[src/rtl/i2c_init_seq.sv]
// i2c_init_seq: walks a (reg, data) init table from a synchronous ROM and issues
// one I2C write per entry, with delay entries, NACK retry, watchdog and error reporting.
`default_nettype none

module i2c_init_seq #(
  parameter int         NUM_ENTRIES    = 64,
  parameter logic [6:0] SLAVE_ADDR     = 7'h21,
  parameter int         GAP_CYCLES     = 500,
  parameter int         DELAY_UNIT     = 50000,
  parameter int         MAX_RETRY      = 3,
  parameter int         TIMEOUT_CYCLES = 200000,
  localparam int        IDX_W          = (NUM_ENTRIES > 1) ? $clog2(NUM_ENTRIES) : 1
) (
  input  logic             clk,
  input  logic             rst,
  input  logic             go,
  output logic [IDX_W-1:0] tbl_addr,
  input  logic [15:0]      tbl_data,
  output logic [6:0]       slave_addr,
  output logic [7:0]       slave_reg_addr,
  output logic [7:0]       data_i,
  output logic             rw,
  output logic             start_tx,
  input  logic             i2c_busy,
  input  logic             i2c_done,
  input  logic             i2c_nack,
  output logic             busy,
  output logic             done,
  output logic             error,
  output logic [1:0]       err_code,
  output logic [IDX_W-1:0] err_index
);

  localparam int DLY_MAX = 255 * DELAY_UNIT;
  localparam int TMR_A   = (DLY_MAX > TIMEOUT_CYCLES) ? DLY_MAX : TIMEOUT_CYCLES;
  localparam int TMR_MAX = (TMR_A > GAP_CYCLES) ? TMR_A : GAP_CYCLES;
  localparam int TMR_W   = $clog2(TMR_MAX + 1);
  localparam int RTY_W   = (MAX_RETRY > 0) ? $clog2(MAX_RETRY + 1) : 1;

  typedef enum logic [3:0] {
    S_IDLE, S_FETCH, S_WAIT_ROM, S_DECODE, S_ISSUE, S_WAIT_DONE,
    S_GAP, S_DELAY, S_NEXT, S_DONE, S_ERROR
  } state_t;

  state_t           state;
  logic [IDX_W-1:0] index;
  logic [15:0]      entry;
  logic [RTY_W-1:0] retry;
  logic             again;
  logic [TMR_W-1:0] tmr;
  logic [1:0]       pend_code;

  // The index register doubles as the ROM address so data is valid during WAIT_ROM.
  assign tbl_addr = index;
  assign rw       = 1'b0;

  // GAP, DELAY and the watchdog are mutually exclusive, so they share one timer.
  always_ff @(posedge clk) begin
    if (rst) begin
      state          <= S_IDLE;
      index          <= '0;
      entry          <= '0;
      retry          <= '0;
      again          <= 1'b0;
      tmr            <= '0;
      pend_code      <= 2'b00;
      slave_addr     <= SLAVE_ADDR;
      slave_reg_addr <= '0;
      data_i         <= '0;
      start_tx       <= 1'b0;
      busy           <= 1'b0;
      done           <= 1'b0;
      error          <= 1'b0;
      err_code       <= 2'b00;
      err_index      <= '0;
    end else begin
      case (state)
        S_IDLE: begin
          if (go) begin
            index <= '0;
            done  <= 1'b0;
            error <= 1'b0;
            busy  <= 1'b1;
            state <= S_FETCH;
          end
        end
        S_FETCH:    state <= S_WAIT_ROM;
        S_WAIT_ROM: begin
          entry <= tbl_data;
          state <= S_DECODE;
        end
        S_DECODE: begin
          if (entry == 16'hFFFF) begin
            state <= S_DONE;
          end else if (entry[15:8] == 8'hFE) begin
            tmr   <= TMR_W'(entry[7:0]) * TMR_W'(DELAY_UNIT) - TMR_W'(1);
            state <= (entry[7:0] == 8'h00) ? S_NEXT : S_DELAY;
          end else begin
            slave_reg_addr <= entry[15:8];
            data_i         <= entry[7:0];
            retry          <= '0;
            again          <= 1'b0;
            start_tx       <= 1'b1;
            tmr            <= TMR_W'(TIMEOUT_CYCLES - 1);
            state          <= S_ISSUE;
          end
        end
        S_ISSUE: begin
          tmr <= tmr - 1'b1;
          if (i2c_busy) begin
            start_tx <= 1'b0;
            state    <= S_WAIT_DONE;
          end else if (tmr == '0) begin
            start_tx  <= 1'b0;
            pend_code <= 2'b10;
            state     <= S_ERROR;
          end
        end
        S_WAIT_DONE: begin
          tmr <= tmr - 1'b1;
          if (i2c_done) begin
            if (!i2c_nack) begin
              tmr   <= TMR_W'(GAP_CYCLES - 1);
              state <= S_GAP;
            end else if (retry != RTY_W'(MAX_RETRY)) begin
              retry <= retry + 1'b1;
              again <= 1'b1;
              tmr   <= TMR_W'(GAP_CYCLES - 1);
              state <= S_GAP;
            end else begin
              pend_code <= 2'b01;
              state     <= S_ERROR;
            end
          end else if (tmr == '0) begin
            pend_code <= 2'b10;
            state     <= S_ERROR;
          end
        end
        S_GAP: begin
          if (tmr == '0) begin
            if (again) begin
              again    <= 1'b0;
              start_tx <= 1'b1;
              tmr      <= TMR_W'(TIMEOUT_CYCLES - 1);
              state    <= S_ISSUE;
            end else begin
              state <= S_NEXT;
            end
          end else begin
            tmr <= tmr - 1'b1;
          end
        end
        S_DELAY: begin
          if (tmr == '0) state <= S_NEXT;
          else           tmr   <= tmr - 1'b1;
        end
        S_NEXT: begin
          if (index == IDX_W'(NUM_ENTRIES - 1)) begin
            pend_code <= 2'b11;
            state     <= S_ERROR;
          end else begin
            index <= index + 1'b1;
            state <= S_FETCH;
          end
        end
        S_DONE: begin
          done  <= 1'b1;
          busy  <= 1'b0;
          state <= S_IDLE;
        end
        S_ERROR: begin
          error     <= 1'b1;
          err_code  <= pend_code;
          err_index <= index;
          busy      <= 1'b0;
          state     <= S_IDLE;
        end
        default: state <= S_IDLE;
      endcase
    end
  end

endmodule

`default_nettype wire

[config.mk]
export PLATFORM = sky130hd
export DESIGN_NAME = i2c_init_seq
export DESIGN_NICKNAME = d
export VERILOG_FILES = /design/src/rtl/i2c_init_seq.sv
export SDC_FILE = /design/constraint.sdc
export NUM_CORES = 1
export LEC_CHECK = 0
export BUFFER_PORTS_ARGS = -buffer_cell sky130_fd_sc_hd__buf_2
export CORE_MARGIN = 3
export CORE_UTILIZATION = 46
export DETAILED_ROUTE_END_ITERATION = 16
export GPL_TIMING_DRIVEN = 0
export MAX_ROUTING_LAYER = met4
export PLACE_DENSITY = 0.66
export SYNTH_ARGS = -nofsm -noshare
export SYNTH_HDL_FRONTEND = slang
export SYNTH_SLANG_ARGS = --single-unit
export TNS_END_PERCENT = 100
[constraint.sdc]
create_clock -name clk -period 5.7 [get_ports clk]
set_input_delay 0.57 -clock clk [delete_from_list [all_inputs] [get_ports clk]]
set_output_delay 0.57 -clock clk [all_outputs]
set_load 0.01 [all_outputs]
### Yosys cells after proc, flatten, opt, wreduce, memory -nomap -nowiden

Cells that the tools add are included.

* logic and storage cells: 134
* ROM bits: 0
* RAM bits: 0
* memories kept: 0
* output and inout bits: 42
* latch bits: 0
* input bits: 22
* flip-flop bits (word level): 83

* bitwise operators: 2
* add/sub/neg operators: 4
* reduce and logical (&&, ||, !) cells: 24
* divide/modulo/power cells: 0
* mux-type cells: 57
* $mul: 1
* shift-type cells: 0
* equality and inequality tests: 31
* $lt $le $gt $ge: 0

Operator list (count)
* $mux W24: 8
* $pmux W24 S5: 1
* $mux W4: 13
* $sub A24 B1 Y24 const B: 2
* $pmux W4 S9: 1
* $ne A2 B2 Y1 const B: 14
* $logic_not A24 Y1: 1
* $mux W2: 11
* $mul A8 B12 Y20 const B: 1
* $eq A16 B16 Y1 const B: 1
* $eq A4 B3 Y1 const B: 4
* $mux W1: 13
* $eq A4 B4 Y1 const B: 3
* $mux W6: 2
* $ne A3 B3 Y1 const B: 4
* $pmux W6 S2: 1
* $reduce_and A6 Y1: 2
* $reduce_bool A2 Y1: 5
* $reduce_and A3 Y1: 3
* $reduce_bool A3 Y1: 3
* $eq A4 B2 Y1 const B: 2
* $eq A8 B8 Y1 const B: 1
* $logic_not A8 Y1: 1
* $reduce_and A7 Y1: 1
* 15 further kinds: 21

### Logic depth before layout (Yosys ltp)

Gate-level depths: netlist (run 1).

* word-level depth: 5
* depth in mapped cells: 16
* mapped depth without buffers: 15

### Worst setup path after synthesis (run 1)

No wires, ideal clock.

* path kind: flip-flop to flip-flop
* start: register entry[2]
* end: register tmr[22]
* data required time: 5.573 ns
* cell stages (with the launch flop): 16
* arrival time: 4.583 ns
* path buffers: 0
* clock period less this slack: 4.710 ns
* setup time: 0.127 ns
* slack: 0.990 ns
* path through: dfxtp_1 -> ha_1 -> ha_1 -> inv_1 -> fa_1 -> inv_1 -> fa_1 -> ha_1 -> a211oi_2 -> o311ai_1 -> a2111oi_0 -> and4b_1 -> nor4_1 -> nand3_1 -> and4b_1 -> or3_1

* longest elaborated chain between the ends: 5
* elaborated cells between the ends (all ways): 8
* those cells by class: add/sub: 1; mul: 1; eq/ne: 2; mux: 3; reduce/logical: 1

RTL lines
* start, declared: RTL line 47 `logic [15:0] entry;`
* start signal, assigned: RTL line 89 `entry <= tbl_data;`
* $mul A8 B12 Y20: RTL line 96 `tmr <= TMR_W'(entry[7:0]) * TMR_W'(DELAY_UNIT) - TMR_W'(1);`
* $sub A24 B1 Y24: RTL line 96
* $mux W24: RTL line 95 `end else if (entry[15:8] == 8'hFE) begin`
* $mux W24: RTL line 93 `if (entry == 16'hFFFF) begin`
* $pmux W24 S5: RTL line 77 `case (state)`
* end signal, assigned: RTL line 96
* end signal, assigned: RTL line 104 `tmr <= TMR_W'(TIMEOUT_CYCLES - 1);`
* end signal, assigned: RTL line 109 `tmr <= tmr - 1'b1;`
* end, declared: RTL line 50 `logic [TMR_W-1:0] tmr;`

Parallel ways exist; a longest one is shown, timed or not. The select of a mux whose other input is x is not followed.
A chain may end at the register's enable or synchronous reset.

### Worst setup path after layout (run 1)

* start: register entry[4]
* end: register tmr[18]

The elaborated chain is that of the path after synthesis.

==> impl_metrics.csv, run 1 <==
group,metric,value,unit
power_and_ir_drop,power,2.44,mW
power_and_ir_drop,pwr-share-seq,27.9,%
sta,slew_headroom,41.9,%
clocking,post_cts_buffers,0,
drt,drt-pass1-iter-count,5,
global_route,grt_use_total,24.7,%
finish,final_cell_mix,"nand2_1 (93), nor2_1 (89), a21oi_1 (85)",
die,fp.dieW,122,um
critical_path,reg2reg_to,"tmr[18]$_SDFFE_PP0P_",
sta,fin_crit,5370,ps
clocking,cts_buffers,9,
power_and_ir_drop,switching_share,44.3,%
finish,final_common_cell,"nand2_1",
clocking,cts_tree,"done",
critical_path,cp_data_required_time,5910,ps
global_route,grt_first_pass_wirelength,28600,um
die,initial_utilization,48.0,%
yosys,synth_area,6170,um^2
clocking,cts_root_buf,"clkbuf_16",
die,fp.dieArea,14800,um^2
global_route,antenna_found_initial,0,
placement,port-buffer-count,55,
drt,wire_per_inst,17.2,um
drt,first_iter_violations,433,
clocking,clock_latency,350,ps
global_route,grt_max_degree,16,
power_and_ir_drop,cellInternalPower,1.36,mW
drt,vias,6122,
yosys,ys_ff_latch,83,
drt,drt_wl_total,17900,um
finish,num_antenna_cells,0,
die,core-area,12900,um^2
finish,synthToLayoutAreaGrowth,13.0,%
power_and_ir_drop,p_sw,1.08,mW
global_route,grt_overflow_total,0,
sta,period_share,94.3,%
finish,fillers,1278,
yosys,synth_cell_types,73,
critical_path,worst_setup_path_start_kind,"register",
drt,via_per_inst,5.88,
finish,fin_util,54.2,%
die,core.rowCount,41,
sta,fin_skew,11.2,ps
sta,slew_violations,0,
drt,remaining_drc_errors,0,
placement,place_area,6690,um^2
critical_path,critPathArrivalTime,5580,ps
sta,rsz0062_at_grt,"no",
worst_hold_path,min_from,"err_index[0]$_SDFFE_PP0P_",
power_and_ir_drop,cellPowerDensity,350,nW/um^2
finish,drive_gt1_share,11.0,%
critical_path,crit_path_end_kind,"register",
critical_path,cp-startpoint,"entry[4]$_SDFFE_PP0P_",
yosys,dominantRegCellSynth,"dfxtp_1",
power_and_ir_drop,ir_drop,177,uV
sta,tns,0,ps
power_and_ir_drop,comb_power_share,49.5,%
run,maxCapViolations,0,
clocking,cts.sinks,83,
worst_hold_path,holdPathEnd,"err_index[0]$_SDFFE_PP0P_",
finish,stdcell_area,6980,um^2
sta,worst_slew_pin_slew,864,ps
sta,setup_viol,0,
sta,max_freq,186,MHz
clocking,cts.clk_slew.worst_paths,60,ps
sta,finalHoldViolCount,0,
finish,final_nets,959,
critical_path,r2r_cells,15,
yosys,synthCells,792,
status,status,"complete, no violations",
critical_path,crit_type,"reg -> reg",
drt,ant_nets,0,
yosys,synth_edf_count,0,
global_route,grt_pass1_vias,5740,
die,design.portCount,64,
power_and_ir_drop,leakage,3.10,nW
die,die_h,122,um
worst_hold_path,min_path_type,"reg -> reg",
yosys,yosysWarnings,0,
clocking,cts_buffer_depth,2,
critical_path,r2r_start,"entry[4]$_SDFFE_PP0P_",
yosys,postSynth.asyncResetShare,0,%
placement,gp_congestion,0.956,
critical_path,regToRegSetupSlack,330,ps
power_and_ir_drop,clockPowerShare,22.6,%
worst_hold_path,min_path_cells,2,
placement,dp_hpwl,13800,um
clocking,cts_max_level,3,
yosys,ys_seq_area_share,26.9,%
yosys,synth_area_per_cell,7.80,um^2
critical_path,crit_fanout,7,
-- area by class of cell --
type                            instances  area [um^2]  share of cell area, %
Multi-Input combinational cell        642         4240                   60.8
Sequential cell                        83         1660                   23.8
Timing Repair Buffer                   55          275                   3.94
Clock buffer                            9          225                   3.23
Tap cell                              172          215                   3.08
Buffer                                 43          195                   2.80
Inverter                               30          113                   1.61
Clock inverter                          7         52.6                  0.753
-- Yosys cell counts, types with 10 or more instances --
library cell / instances / area (um^2)
inv_1: 30 / 113
nor4_1: 11 / 68.8
mux2i_1: 10 / 100
o21ai_0: 34 / 170
nand2_1: 93 / 349
nand3_1: 19 / 95.1
xnor2_1: 10 / 87.6
nor2_1: 89 / 334
clkbuf_1: 31 / 116
nand2b_1: 11 / 68.8
dfxtp_1: 83 / 1660
nor3_1: 29 / 145
a21oi_1: 85 / 425
ha_1: 61 / 763
fa_1: 12 / 240
xor2_1: 16 / 140
-- sequential cells by signal, indices dropped and copies added (netlist names) --
name and cells:
again 1, busy 1, data_i 8, done 1, entry 16, err_code 2, err_index 6, error 1
pend_code 2, retry 2, slave_reg_addr 8, start_tx 1, state 4, tbl_addr 6, tmr 24
-- routing by layer --
metal	up-vias	wire (um)	GRT usage, %
li1	2972	-	-
met1	2908	8110	32.7
met2	224	8540	39.8
met3	18	1050	4.04
met4	0	200	6.09
met5	-	0	-
-- power groups by stage --
| stage | clock [mW] | combinational, mW | sequential [mW] |
|---|---|---|---|
| floorplan | 0 | 0.892 | 0.677 |
| global placement | 0 | 1.14 | 0.689 |
| detailed placement | 0 | 1.17 | 0.692 |
| CTS | 0.563 | 1.18 | 0.679 |
| global route | 0.583 | 1.34 | 0.687 |
| finish | 0.553 | 1.21 | 0.681 |
-- critical path: stages, from the launching register on --
cell and delay (ps):
dfxtp_1 480, ha_1 320, ha_1 280, inv_1 50
fa_1 490, inv_1 50, fa_1 490, ha_1 370
a211oi_2 500, nor3_1 100, a311oi_1 480, o21ai_1 270
or4_1 670, o21a_1 220, o21ai_0 340, a21oi_1 120
-- worst max path at each step --
stage	end	slack (ps)	cells past startpoint
global route	tmr[22]$_SDFFE_PP0P_	80	15
global placement	tmr[22]$_SDFFE_PP0P_	470	15
detailed placement	tmr[21]$_SDFFE_PP0P_	310	15
floorplan	tmr[22]$_SDFFE_PP0P_	990	15
CTS	tmr[21]$_SDFFE_PP0P_	270	15
finish	tmr[18]$_SDFFE_PP0P_	330	15
-- cells by family (layout without fill, tap and decap cells) --
group / count (synthesis) / after routing / share of synthesized area (%)
XOR/XNOR: 27 / 27 / 4.05
adder cells (fa/ha/maj): 73 / 73 / 16.3
other: 2 / 8 / 0.122
multiplexers: 11 / 11 / 1.80
flip-flops: 83 / 83 / 26.9
AO/OA/AOI/OAI: 206 / 206 / 21.1
AND/OR/NAND/NOR: 317 / 317 / 24.8
buffers and inverters: 73 / 144 / 4.98
-- repair_timing --
action	in CTS	in global routing
endpoints found under the setup margin	0	3
hold buffers	0	0
gates resized for setup	0	2
-- per-stage QoR --
| step | instances | setup WS [ps] | hold WS (ps) |
|---|---|---|---|
| 2_1_floorplan | 798 | 990 | 432 |
| 3_3_place_gp | 1025 | 473 | 442 |
| 3_5_place_dp | 1025 | 309 | 448 |
| 4_1_cts | 1041 | 269 | 453 |
| 5_1_grt | 1041 | 79.1 | 467 |
| 6_report | 1041 | 327 | 453 |
Note: power is estimated with default switching activity, not from simulation.
==> run 2: changes to the inputs <==
- ABC_AREA: default -> 1
==> impl_metrics.csv, run 2 <==
group,metric,value,unit
yosys,postSynth.asyncResetShare,0,%
yosys,synth_cell_types,46,
sta,slew_headroom,44.7,%
sta,worst_slew_pin_slew,821,ps
clocking,post_cts_buffers,0,
critical_path,worst_setup_path_start_kind,"register",
global_route,antenna_found_initial,0,
sta,tns,0,ps
sta,fin_skew,6.92,ps
clocking,cts_root_buf,"clkbuf_16",
worst_hold_path,min_path_cells,3,
power_and_ir_drop,power,4.93,mW
power_and_ir_drop,p_sw,2.60,mW
yosys,synth.largest_area_cell,"dfxtp_1",
yosys,dominantRegCellSynth,"dfxtp_1",
global_route,grt_use_total,23.4,%
drt,drt-pass1-iter-count,5,
yosys,synthCells,951,
drt,vias,6172,
critical_path,r2r_cells,21,
clocking,cts-resized-gates,0,
status,status,"complete, no violations",
placement,gp_congestion,0.972,
finish,instances_no_fill,1204,
yosys,ys_ff_latch,83,
critical_path,crit_type,"reg -> reg",
die,die_h,124,um
power_and_ir_drop,clockPowerShare,13.0,%
drt,remaining_drc_errors,0,
finish,synthToLayoutAreaGrowth,13.2,%
placement,dp_cells,1188,
placement,port-buffer-count,55,
power_and_ir_drop,leakage,3.70,nW
die,fp.dieW,124,um
die,core-area,13400,um^2
finish,reg_top3,"tmr: 24 flops, entry: 16 flops",
worst_hold_path,min_path_type,"in -> reg",
sta,finalHoldViolCount,0,
clocking,holdBufCountCts,0,
run,maxCapViolations,0,
finish,largest_register,"tmr",
sta,slew_violations,0,
yosys,synthTopCellsByCount,"nand2_1 (194), nor2_1 (138), inv_1 (110), dfxtp_1 (83), o21ai_0 (74)",
finish,num_antenna_cells,0,
sta,fin_hold_ws,449,ps
die,initial_utilization,47.5,%
power_and_ir_drop,cellPowerDensity,684,nW/um^2
drt,highest_layer,"met4",
sta,setup_viol,0,
drt,first_iter_violations,415,
critical_path,crit_path_end_kind,"register",
clocking,cts_buffer_depth,2,
sta,max_freq,245,MHz
global_route,grt_overflow_total,0,
power_and_ir_drop,cellInternalPower,2.33,mW
finish,fillers,1367,
drt,drt_wl_total,16800,um
finish,drive_gt1_share,10.8,%
finish,final_cell_mix,"nand2_1 (194), nor2_1 (138), inv_1 (110)",
clocking,cts.sinks,83,
drt,ant_nets,0,
yosys,synth_edf_count,0,
finish,final_nets,1118,
critical_path,critPathArrivalTime,4320,ps
drt,met1_length,8130,um
yosys,ys_seq_area_share,26.1,%
sta,rsz0062_at_grt,"no",
critical_path,cp_data_required_time,5930,ps
yosys,synth_area_per_cell,6.70,um^2
critical_path,crit_fanout,8,
yosys,synth_area_leaders,"dfxtp_1 (26%), ha_1 (12%), nand2_1 (11%), nor2_1 (8.1%), inv_1 (6.5%)",
die,core.rowCount,42,
global_route,grt_first_pass_wirelength,27600,um
global_route,grt_max_degree,16,
die,fp.dieArea,15300,um^2
yosys,yosysWarnings,0,
clocking,cts_tree,"done",
finish,largest_reg_flops,24,
yosys,synth_top_area_share,26.1,%
sta,period_share,71.6,%
power_and_ir_drop,pwr-share-seq,18.6,%
sta,fin_crit,4080,ps
clocking,clock_latency,350,ps
drt,wire_per_inst,13.9,um
clocking,cts_max_level,3,
power_and_ir_drop,comb_power_share,68.4,%
clocking,cts_buffers,9,
drt,routed-wl-met3,661,um
clocking,cts.clk_slew.worst_paths,70,ps
power_and_ir_drop,switching_share,52.7,%
placement,dp_hpwl,13600,um
global_route,grt_pass1_vias,5654,
drt,via_per_inst,5.13,
drt,routed-wl-met2,7790,um
power_and_ir_drop,ir_drop,318,uV
yosys,synth.most_common_cell,"nand2_1",
finish,final_common_cell,"nand2_1",
yosys,synth_area,6370,um^2
die,design.portCount,64,
run 2: cells by family (layout without fill, tap and decap cells):
| family | count (synthesis) | after routing | share of synthesized area [%] |
|---|---|---|---|
| simple gates | 442 | 442 | 29.6 |
| compound gates | 181 | 181 | 15.6 |
| buf+inv | 144 | 215 | 9.21 |
| flops | 83 | 83 | 26.1 |
| fa+ha+maj | 73 | 73 | 15.8 |
| xor+xnor | 26 | 26 | 3.58 |
| other cells | 2 | 8 | 0.118 |
run 2: final cells by class:
type | instances | area [um^2] | area share, %
Timing Repair Buffer | 55 | 275 | 3.82
Sequential cell | 83 | 1660 | 23.0
Tap cell | 176 | 220 | 3.05
Clock inverter | 7 | 98.8 | 1.37
Clock buffer | 9 | 225 | 3.12
Buffer | 26 | 143 | 1.98
Multi-Input combinational cell | 730 | 4140 | 57.5
Inverter | 118 | 444 | 6.16
run 2: power groups by stage:
stage | Sequential (mW) | Clock [mW] | Combinational (mW)
global route | 0.946 | 0.670 | 3.88
global placement | 0.928 | 0 | 3.32
detailed placement | 0.926 | 0 | 3.33
CTS | 0.916 | 0.646 | 3.36
finish | 0.918 | 0.639 | 3.37
floorplan | 0.896 | 0 | 2.63
run 2: per-stage QoR:
stage | util (%) | worst slack (ps) | instance area (um^2)
2_1_floorplan | - | 2080 | 6390
3_3_place_gp | 51.4 | 1600 | 6890
3_5_place_dp | 51.4 | 1600 | 6890
6_report | 53.8 | 1620 | 7210
5_1_grt | 53.8 | 1250 | 7210
4_1_cts | 53.8 | 1590 | 7210
run 2: worst paths after layout:
check,start,endpoint,slack (ps)
max,entry[2]$_SDFFE_PP0P_,tmr[19]$_SDFFE_PP0P_,1620
min,tbl_data[8],entry[8]$_SDFFE_PP0P_,450
max reg2reg,entry[2]$_SDFFE_PP0P_,tmr[19]$_SDFFE_PP0P_,1620
min reg2reg,start_tx$_SDFFE_PP0P_,start_tx$_SDFFE_PP0P_,450
run 2: per-layer routing:
layer	vias up	track usage, %
met3	19	3.77
met5	-	-
met1	2752	31.4
li1	3273	-
met4	0	5.05
met2	128	37.2
run 2: critical path, cell delays in order, from the launching register on:
cell     delay (ps)
dfxtp_1         450
ha_1            300
ha_1            290
inv_1            50
fa_1            490
inv_1            50
fa_1            470
ha_1            280
buf_2           170
nand2_1          90
nand2_1         100
nand3_1          90
nand2_1         110
nand2_1          60
nand2_1         120
nand2_1         110
nor2_2          150
nand2_1          90
nor2_1          160
nor2_1           50
o21ai_0         190
a21oi_1          90
==> run 3: changes to the inputs <==
- ABC_AREA: 1 -> 0
- PLACE_DENSITY: 0.66 -> 0.68
- clock period: 5.7 -> 3.3 ns (I/O delays scaled with it)
==> impl_metrics.csv, run 3 (synthesis results as in run 1) <==
group,metric,value,unit
global_route,use_met1,33.3,%
drt,via_per_inst,5.91,
finish,final_cell_mix,"nand2_1 (92), nor2_1 (86), a21oi_1 (83)",
sta,worst_slew_pin_slew,861,ps
global_route,grt_pass1_vias,5896,
global_route,grt_busiest_layer,"met2",
die,core.rowCount,41,
clocking,cts.sinks,83,
clocking,cts.clk_slew.worst_paths,70,ps
drt,remaining_drc_errors,0,
finish,final_nets,986,
die,initial_utilization,48.0,%
clocking,cts_tree,"done",
finish,drive_gt1_share,23.2,%
global_route,grt_max_degree,16,
placement,gp_congestion,0.963,
die,design.portCount,64,
clocking,clock_latency,350,ps
power_and_ir_drop,leakage,3.37,nW
global_route,grt_use_total,25.7,%
finish,synthToLayoutAreaGrowth,27.4,%
die,core-area,12900,um^2
critical_path,critPathArrivalTime,4560,ps
critical_path,crit_fanout,5,
drt,first_iter_violations,512,
worst_hold_path,min_path_type,"in -> reg",
power_and_ir_drop,ir_drop,287,uV
finish,fin_util,61.1,%
critical_path,crit_type,"reg -> reg",
run,maxCapViolations,0,
power_and_ir_drop,cellPowerDensity,629,nW/um^2
sta,setup_viol,14,
clocking,holdBufCountCts,0,
finish,num_antenna_cells,0,
global_route,grt_overflow_total,0,
die,die_h,122,um
critical_path,cp_data_required_time,3510,ps
global_route,antenna_found_initial,0,
sta,rsz0062_at_grt,"yes",
power_and_ir_drop,power,4.94,mW
drt,drt-pass1-iter-count,5,
clocking,cts_buffer_depth,2,
sta,fin_skew,8.95,ps
critical_path,crit_path_end_kind,"register",
sta,slew_violations,0,
finish,reg_top3,"tmr: 24 flops, entry: 16 flops",
critical_path,worst_setup_path_start_kind,"register",
clocking,cts_max_level,3,
clocking,cts_root_buf,"clkbuf_16",
global_route,grt_first_pass_wirelength,29800,um
die,fp.dieArea,14800,um^2
sta,finalHoldViolCount,0,
finish,final_common_cell,"nand2_1",
status,status,"finished with violations",
placement,dp_hpwl,13800,um
sta,max_freq,230,MHz
global_route,grt_use_met3,4.64,%
drt,drt_wl_total,18700,um
global_route,met2_usage,42.3,%
die,fp.dieW,122,um
placement,port-buffer-count,55,
status,failed_checks,"setup timing",
drt,ant_nets,0,
drt,wire_per_inst,17.5,um
sta,fin_crit,4350,ps
sta,setup_ws,-1050,ps
sta,period_share,132,%
finish,largest_register,"tmr",
sta,slew_headroom,42.0,%
drt,vias,6312,
clocking,cts_buffers,9,
finish,largest_reg_flops,24,
run 3: cell count changes in the layout (fill, tap and decap cells not counted), sizes merged, moves of 9 or more:
cell | before | now
inv | 119 | 31
nand3 | 59 | 19
nor3 | 16 | 29
nor2 | 146 | 91
o21ai | 82 | 36
nand2b | 0 | 11
nand2 | 197 | 93
clkbuf | 19 | 37
mux2i | 0 | 10
a21o | 0 | 9
nor4 | 1 | 11
a21oi | 65 | 85
buf | 71 | 98
or3 | 0 | 9
run 3: per-stage QoR:
step | instances | setup WS (ps) | cell area, um^2 | hold slack, ps | setup TNS [ps]
final | 1068 | -1050 | 7860 | 212 | -10730
after global routing | 1068 | -1180 | 7860 | 230 | -12660
after CTS | 1065 | -1080 | 7680 | 210 | -10150
after detailed placement | 1025 | -1320 | 6990 | 447 | -12410
after global placement | 1025 | -1250 | 6990 | 441 | -11780
after floorplan | 798 | -845 | 6500 | 432 | -5540
run 3: area by class of cell:
class	count	area, um^2
buffer	38	183
clock buffer	10	239
clock inverter	6	48.8
fill	1168	5010
inverter	30	113
multi-input combinational	642	4840
sequential	83	1690
tap	172	215
timing repair buffer	87	534
run 3: worst max-delay path: stages (launching register included):
cell,delay (ps)
dfxtp_4,370
ha_4,250
ha_4,260
inv_2,30
fa_1,480
inv_1,50
fa_1,520
ha_4,220
a211oi_4,330
buf_6,180
o31ai_1,70
a21oi_1,230
xnor2_2,160
or4_4,560
o31a_1,290
o221ai_2,130
a21oi_1,80
run 3: path summary, 6_finish.rpt:
| kind | startpoint | endpoint | slack (ps) | cells past startpoint |
|---|---|---|---|---|
| worst max-delay path | entry[4]$_SDFFE_PP0P_ | tmr[20]$_SDFFE_PP0P_ | -1050 | 16 |
| worst min-delay path | tbl_data[6] | entry[6]$_SDFFE_PP0P_ | 210 | 3 |
| worst max register to register | entry[4]$_SDFFE_PP0P_ | tmr[20]$_SDFFE_PP0P_ | -1050 | 16 |
| worst min register to register | err_index[1]$_SDFFE_PP0P_ | err_index[1]$_SDFFE_PP0P_ | 450 | 2 |
run 3: routing by layer:
metal / wire, um / vias to the layer above
met1: 8060 / 3010
li1: - / 3037
met3: 1170 / 36
met5: 0 / -
met2: 9220 / 229
met4: 278 / 0
run 3: power breakdown:
part / switching [mW] / leakage [nW] / internal [mW]
Clock: 0.439 / 0.131 / 0.535
Combinational: 1.62 / 2.56 / 1.17
Sequential: 0.0924 / 0.678 / 1.08
run 3: timing repair:
action,in CTS,in global routing
setup buffers,27,7
setup endpoints to repair,20,22
pin swaps,28,21
hold endpoints to repair,0,0
cloned,0,0
gates resized for setup,50,31
